$ cat src/rtl/nic_inject_flitizer.sv
// nic_inject_flitizer: splits one core packet into flits for a deflection router.
// Define INJ_STARVE_REQ_EN to build the injection starvation flag.
module nic_inject_flitizer #(
  parameter int DATA_W       = 32,
  parameter int MAX_FLITS    = 4,
  parameter int PKT_ID_W     = 4,
  parameter int STARVE_LIMIT = 15
) (
  input  logic                            clk,
  input  logic                            rst_n,
  input  logic                            req_valid,
  output logic                            req_ready,
  input  logic [5:0]                      req_dst,
  input  logic [$clog2(MAX_FLITS)-1:0]    req_len,
  input  logic [MAX_FLITS*DATA_W-1:0]     req_data,
  input  logic                            slot_free,
  output logic                            flit_valid,
  output logic [5:0]                      flit_dst,
  output logic [PKT_ID_W-1:0]             flit_pkt_id,
  output logic [$clog2(MAX_FLITS)-1:0]    flit_seq,
  output logic                            flit_tail,
  output logic [DATA_W-1:0]               flit_data,
  output logic                            busy,
  output logic                            inj_starve
);

  localparam int LEN_W = $clog2(MAX_FLITS);

  typedef enum logic {
    IDLE,
    SEND
  } state_t;

  state_t state, state_nxt;

  logic [5:0]          dst_q;
  logic [LEN_W-1:0]    len_q;
  logic [LEN_W-1:0]    seq_q;
  logic [PKT_ID_W-1:0] id_q;
  logic [PKT_ID_W-1:0] id_ctr;
  logic [DATA_W-1:0]   word_q [MAX_FLITS];

  logic accept;
  logic inject;
  logic last;

  assign accept = (state == IDLE) && req_valid;
  assign inject = (state == SEND) && slot_free;
  assign last   = (seq_q == len_q);

  // state register
  always_ff @(posedge clk or negedge rst_n) begin
    if (!rst_n) state <= IDLE;
    else        state <= state_nxt;
  end

  // next state and handshake outputs
  always_comb begin
    state_nxt = state;
    req_ready = 1'b0;
    busy      = 1'b0;
    unique case (state)
      IDLE: begin
        req_ready = 1'b1;
        if (req_valid) state_nxt = SEND;
      end
      SEND: begin
        busy = 1'b1;
        if (slot_free && last) state_nxt = IDLE;
      end
      default: state_nxt = IDLE;
    endcase
  end

  // packet capture, id counter and flit index
  always_ff @(posedge clk or negedge rst_n) begin
    if (!rst_n) begin
      dst_q  <= '0;
      len_q  <= '0;
      seq_q  <= '0;
      id_q   <= '0;
      id_ctr <= '0;
      for (int i = 0; i < MAX_FLITS; i++) word_q[i] <= '0;
    end else if (accept) begin
      dst_q  <= req_dst;
      len_q  <= req_len;
      seq_q  <= '0;
      id_q   <= id_ctr;
      id_ctr <= id_ctr + PKT_ID_W'(1);
      for (int i = 0; i < MAX_FLITS; i++)
        word_q[i] <= req_data[i*DATA_W +: DATA_W];
    end else if (inject) begin
      seq_q <= seq_q + LEN_W'(1);
    end
  end

  // registered flit towards the router local port
  always_ff @(posedge clk or negedge rst_n) begin
    if (!rst_n) begin
      flit_valid  <= 1'b0;
      flit_dst    <= '0;
      flit_pkt_id <= '0;
      flit_seq    <= '0;
      flit_tail   <= 1'b0;
      flit_data   <= '0;
    end else begin
      flit_valid <= inject;
      if (inject) begin
        flit_dst    <= dst_q;
        flit_pkt_id <= id_q;
        flit_seq    <= seq_q;
        flit_tail   <= last;
        flit_data   <= word_q[seq_q];
      end
    end
  end

`ifdef INJ_STARVE_REQ_EN
  localparam int SC_W = $clog2(STARVE_LIMIT + 1);
  localparam logic [SC_W-1:0] LIMIT = SC_W'(STARVE_LIMIT);

  logic [SC_W-1:0] starve_cnt;
  logic [SC_W-1:0] starve_nxt;

  // saturating count of blocked cycles while holding a packet
  always_comb begin
    starve_nxt = '0;
    if (state == SEND && !slot_free)
      starve_nxt = (starve_cnt >= LIMIT) ? starve_cnt
                                         : starve_cnt + SC_W'(1);
  end

  // counter and registered flag
  always_ff @(posedge clk or negedge rst_n) begin
    if (!rst_n) begin
      starve_cnt <= '0;
      inj_starve <= 1'b0;
    end else begin
      starve_cnt <= starve_nxt;
      inj_starve <= (starve_nxt >= LIMIT);
    end
  end
`else
  assign inj_starve = 1'b0;
`endif

endmodule

$ cat config.mk
export PLATFORM = sky130hd
export DESIGN_NAME = nic_inject_flitizer
export DESIGN_NICKNAME = d
export VERILOG_FILES = /design/src/rtl/nic_inject_flitizer.sv
export SDC_FILE = /design/constraint.sdc
export NUM_CORES = 1
export LEC_CHECK = 0
export ABC_AREA = 1
export CAP_MARGIN = 20
export CORE_ASPECT_RATIO = 0.8
export CORE_MARGIN = 1
export CORE_UTILIZATION = 54
export CTS_CLUSTER_DIAMETER = 60
export DETAILED_ROUTE_END_ITERATION = 16
export PLACE_DENSITY = 0.86
export SYNTH_ARGS = -nofsm -noshare
export SYNTH_HDL_FRONTEND = slang
export SYNTH_SLANG_ARGS = --single-unit
$ cat constraint.sdc
create_clock -name clk -period 2.7 [get_ports clk]
set_input_delay 0.54 -clock clk [delete_from_list [all_inputs] [get_ports clk]]
set_output_delay 0.54 -clock clk [all_outputs]
set_load 0.05 [all_outputs]
Word-level counts from Yosys, hierarchy flattened
Index checks and enable logic that the tools add are counted.
{ "totals": {"inputBits": 140, "output_inout_bits": 49, "wordCells": 36, "latchBits": 0, "mem_count": 0, "romBits": 0, "ram_bits": 0, "reg_bits": 193} }
{ "op_classes": {"shift": 0, "n_bitwise": 2, "order_cmp": 1, "n_mux": 10, "n_reduce_logical": 4, "addsub": 2, "n_eq_ne": 1, "div_mod_pow": 0, "mul": 0} }
{ "op_table": {"columns": ["cell", "count"], "rows": [
  ["$bmux W32 S2", 1],
  ["$mux W32", 2],
  ["$add A4 B1 Y4 const B", 1],
  ["$mux W1", 4],
  ["$mux W2", 2],
  ["$ge A3 B3 Y1 const B", 1],
  ["$logic_and A1 B1 Y1", 3],
  ["$not A2 Y3", 1],
  ["$add A2 B1 Y2 const B", 1],
  ["$eq A2 B2 Y1", 1],
  ["$pmux W1 S2", 1],
  ["$reduce_bool A2 Y1", 1],
  ["$not A1 Y1", 1]
]} }

Logic depth before layout (Yosys ltp)
{ "logic_depth": {"ltp_word": 4, "ltp_mapped": 8} }

Worst setup path after synthesis
Ideal clock, no wire load.
{ "synth_timing": {"kind": "register to register", "start": "reg state", "end": "reg word_q[100] (netlist bit)", "setup_slack_ps": 1062, "stages_incl_launch_ff": 8, "period_less_slack_ps": 1638, "arrival_time_ps": 1517, "t_required_ps": 2579, "path_cell_list": "dfrtp_1 > inv_2 > nand2_2 > inv_2 > buf_4 > buf_2 > nand2_1 > o21ai_1"} }
{ "synth_between": {"elab_chain_cells": 2} }
{ "synth_rtl": {"columns": ["element", "line", "text"], "rows": [
  ["from (decl)", "34", "state_t state, state_nxt;"],
  ["from (signal assigned)", "54", "else state <= state_nxt;"],
  ["$not A1 Y1", null, null],
  ["$logic_and A1 B1 Y1", "47", "assign accept = (state == IDLE) && req_valid;"],
  ["to (signal, indexed assignment)", "91", "word_q[i] <= req_data[i*DATA_W +: DATA_W];"],
  ["to (decl)", "41", "logic [DATA_W-1:0] word_q [MAX_FLITS];"]
]} }
No other way between the ends.
A chain may end at the register's enable or synchronous reset.

Final worst setup path
{ "layout_timing": {"start": "reg state", "end": "out req_ready"} }
{ "layout_between": {"elab_chain_cells": 1} }
{ "layout_rtl": {"columns": ["element", "line", "text"], "rows": [
  ["$mux W1", "62", "unique case (state)"],
  ["to (decl)", "12", "output logic req_ready,"]
]} }
No other way between the ends.

==> metrics.log <==
[metrics] outcome: finished, final reports clean
[metrics] Row Count: 40
[metrics] vias in the first global route: 6948
[metrics] Core ar.: 15100 sq um
[metrics] number of ports placed on the die boundary: 189
[metrics] gp weighted congestion: 0.861
[metrics] maximum clock skew at final layout: 7.39 ps
[metrics] Max Fanout on Critical Path: 4
[metrics] share of final-layout standard cells stronger than drive strength 1: 0.0487
[metrics] Global Route Usage Sum: 0.283
[metrics] post-CTS repair timing setup buffer count: 0
[metrics] mean cell area of the mapped netlist: 8.22 sq um
[metrics] final slew viol count: 0
[metrics] largest net degree at the start of global routing: 78
[metrics] overall power after layout: 13.4 mW
[metrics] CTS clk-pin slew, worst paths: 70 ps
[metrics] final number of setup-violating endpoints: 0
[metrics] setup repair after global routing missed its margin: false
[metrics] final worst slack: 423 ps
[metrics] Clk network pwr share: 0.207
[metrics] Final TNS setup: 0 ps
[metrics] Avg Vias per Cell: 5.09
[metrics] synthesis-to-finish area growth: 31.9%
[metrics] dominant combinational cell family by area after synthesis: simple AND/OR/NAND/NOR gates
[metrics] initial antenna violation count: 1
[metrics] net load switching power: 5.49 mW
[metrics] Pwr per Cell Area: 1220 nW/um^2
[metrics] Clk Latency, worst-skew pair: 440 ps
[metrics] synthesized netlist cell count: 1013
[metrics] minimum setup slack after placement: 515 ps
[metrics] Routed wire per std cell: 15.2 microns
[metrics] CTS H-tree depth: 4
[metrics] max_slew headroom: 0.511
[metrics] Die Height: 113 microns
[metrics] combinational power share: 0.425
[metrics] Detailed Route Iter0 Violations: 605
[metrics] post-cts repair resize count: 0
[metrics] Internal Power: 7.87 mW
[metrics] final instance count without filler cells: 1401
[metrics] cell total after placement: 1368
[metrics] Port Buf Inserts: 187
[metrics] hold violation count in the final report: 0
[metrics] fraction of synthesized area in multiplexers: 0
[metrics] Req. time, crit path: 2160 ps
[metrics] DRC violation count after routing: 0
[metrics] number of register bits inferred by synthesis: 193
[metrics] cell area after technology mapping: 8330 sq um
[metrics] Yosys cell types: 20
[metrics] Post-Syn Nets: 1154
[metrics] CP Launch Type: register
[metrics] Final Routed Wirelength: 21200 microns
[metrics] first-pass GRT wire length: 34200 microns
[metrics] number of vias after detailed routing: 7127
[metrics] total CTS buffers: 17
[metrics] overall overflow remaining after global route: 0
[metrics] clk sink count: 193
[metrics] Flop pwr share: 0.368
[metrics] first-pass iteration count of the detailed router: 5
[metrics] kind of path behind the tightest hold check: in2async
[metrics] type of the setup path with the least slack: reg2out
[metrics] post-synthesis simple-gate area fraction: 0.240
[metrics] number of hold-repair buffers added at the cts stage: 0
[metrics] post-route clock period utilization: 0.843
[metrics] arithmetic-cell share of the synthesized area counting full adders, half adders and majority gates: 0.00150
[metrics] half-perimeter wire length after detailed placement: 14000 microns
[metrics] post-synthesis share of cell area spent on xor and xnor gates: 0.00315
[metrics] full die area: 15900 sq um
[metrics] initial standard-cell utilization of the core: 0.553
[metrics] worst endpoint data arrival time: 1740 ps
[metrics] Final ANT Viol Nets: 0
[metrics] net total in the final layout: 1318
[metrics] Max rail drop VDD: 652 uV
[metrics] Max clock buf depth: 2
[metrics] crit path time final: 2280 ps
[metrics] Die W: 141 microns
[metrics] actual slew at the worst max-slew pin: 734 ps
[metrics] smallest hold slack: 96.7 ps
[metrics] leakage: 5.36 nW
[metrics] register area share after synthesis: 0.580
[metrics] clock tree from TritonCTS: yes
[metrics] Peak Freq: 0.439 GHz
[metrics] switching portion of total power: 0.411
[metrics] root cell of the clock tree: sky130_fd_sc_hd__clkbuf_16
[metrics] endpoint kind of the worst setup timing path: output port
[metrics] number of max-capacitance violations reported: 0
[metrics] Compound-Gate Fraction of Synth Area: 0.0883
[metrics] number of warnings printed during yosys synthesis: 0
[area by class of cell]
type	count	area (sq um)
fill	1075	4070
clock buffer	19	443
clock inverter	13	209
timing repair buffer	203	2060
inverter	107	407
multi-input combinational	655	2780
sequential	193	4830
tap	210	263
antenna	1	2.50
[worst max-delay path, cell delays in order, from the launching register on]
cell and delay, ps:
sky130_fd_sc_hd__dfrtp_1 430, sky130_fd_sc_hd__inv_2 80, sky130_fd_sc_hd__clkdlybuf4s50_1 800
[power by group through the flow]
stage / logic [mW] / clock network, mW / registers [mW]
floorplan: 2.88 / 0 / 5.87
global placement: 5.46 / 0 / 4.89
detailed placement: 5.64 / 0 / 4.93
CTS: 5.70 / 2.79 / 4.92
global route: 6.24 / 2.92 / 5.05
finish: 5.67 / 2.76 / 4.92
[worst paths after layout]
path | startpoint | endpoint | slack, ps | cells after the start
worst min-delay path | rst_n | word_q[19] | 100 | 1
worst max register to register | seq_q[1] | flit_data[18] | 940 | 5
worst min register to register | dst_q[3] | flit_dst[3] | 470 | 2
min in group clk | dst_q[3] | flit_dst[3] | 470 | 2
worst max-delay path | state | req_ready | 420 | 2
max in group asynchronous | rst_n | flit_valid | 1810 | 2
[metrics by stage]
step	utilization	cell area (sq um)
after floorplan	-	8330
after global placement	0.686	10300
after detailed placement	0.686	10300
after CTS	0.729	11000
after global routing	0.730	11000
final	0.730	11000
[synth_stat cells (all sizes together)]
| library cell | number | area share |
|---|---|---|
| nor2 | 10 | 0.0063 |
| nand2 | 452 | 0.20 |
| dfrtp | 193 | 0.58 |
| conb | 1 | 0.00045 |
| buf | 50 | 0.035 |
| o211ai | 16 | 0.014 |
| inv | 107 | 0.048 |
| nand3 | 49 | 0.029 |
| xor2 | 3 | 0.0032 |
| clkbuf | 8 | 0.0036 |
| ha | 1 | 0.0015 |
| a21oi | 1 | 0.00060 |
| o21ai | 122 | 0.073 |
[sequential cells by signal, summed over array words and instances (netlist names)]
name	cells
id_q	4
flit_data	32
len_q	2
state	1
flit_dst	6
dst_q	6
flit_seq	2
id_ctr	4
flit_tail	1
flit_valid	1
flit_pkt_id	4
seq_q	2
word_q	128
[cells in the final DEF, fill, tap and decap left out, types with 8 or more instances in the layout]
master / netlist / routed
sky130_fd_sc_hd__clkbuf_16: 0 / 17
sky130_fd_sc_hd__nand2_1: 450 / 450
sky130_fd_sc_hd__inv_1: 102 / 102
sky130_fd_sc_hd__o211ai_1: 16 / 16
sky130_fd_sc_hd__clkdlybuf4s50_1: 0 / 186
sky130_fd_sc_hd__dfrtp_1: 193 / 192
sky130_fd_sc_hd__o21ai_1: 104 / 104
sky130_fd_sc_hd__nor2_1: 8 / 8
sky130_fd_sc_hd__nand3_1: 49 / 49
sky130_fd_sc_hd__o21ai_0: 18 / 18
sky130_fd_sc_hd__buf_4: 10 / 11
[cell families (layout without fill, tap and decap cells)]
| family | after synthesis | in the layout |
|---|---|---|
| AOI/OAI and AO/OA | 139 | 139 |
| xor gates and xnor gates | 3 | 3 |
| adders and majority gates | 1 | 1 |
| buffers and inverters | 165 | 342 |
| DFF | 193 | 193 |
| other | 1 | 2 |
| and+or+nand+nor | 511 | 511 |
[per-layer routing]
layer / vias up / GRT usage / wire length, microns
li1: 3436 / - / -
met4: 0 / 0.114 / 492
met1: 3390 / 0.377 / 9200
met5: - / 0 / 0
met2: 272 / 0.466 / 10200
met3: 29 / 0.0495 / 1380
Power figures use the tool's default switching activity.
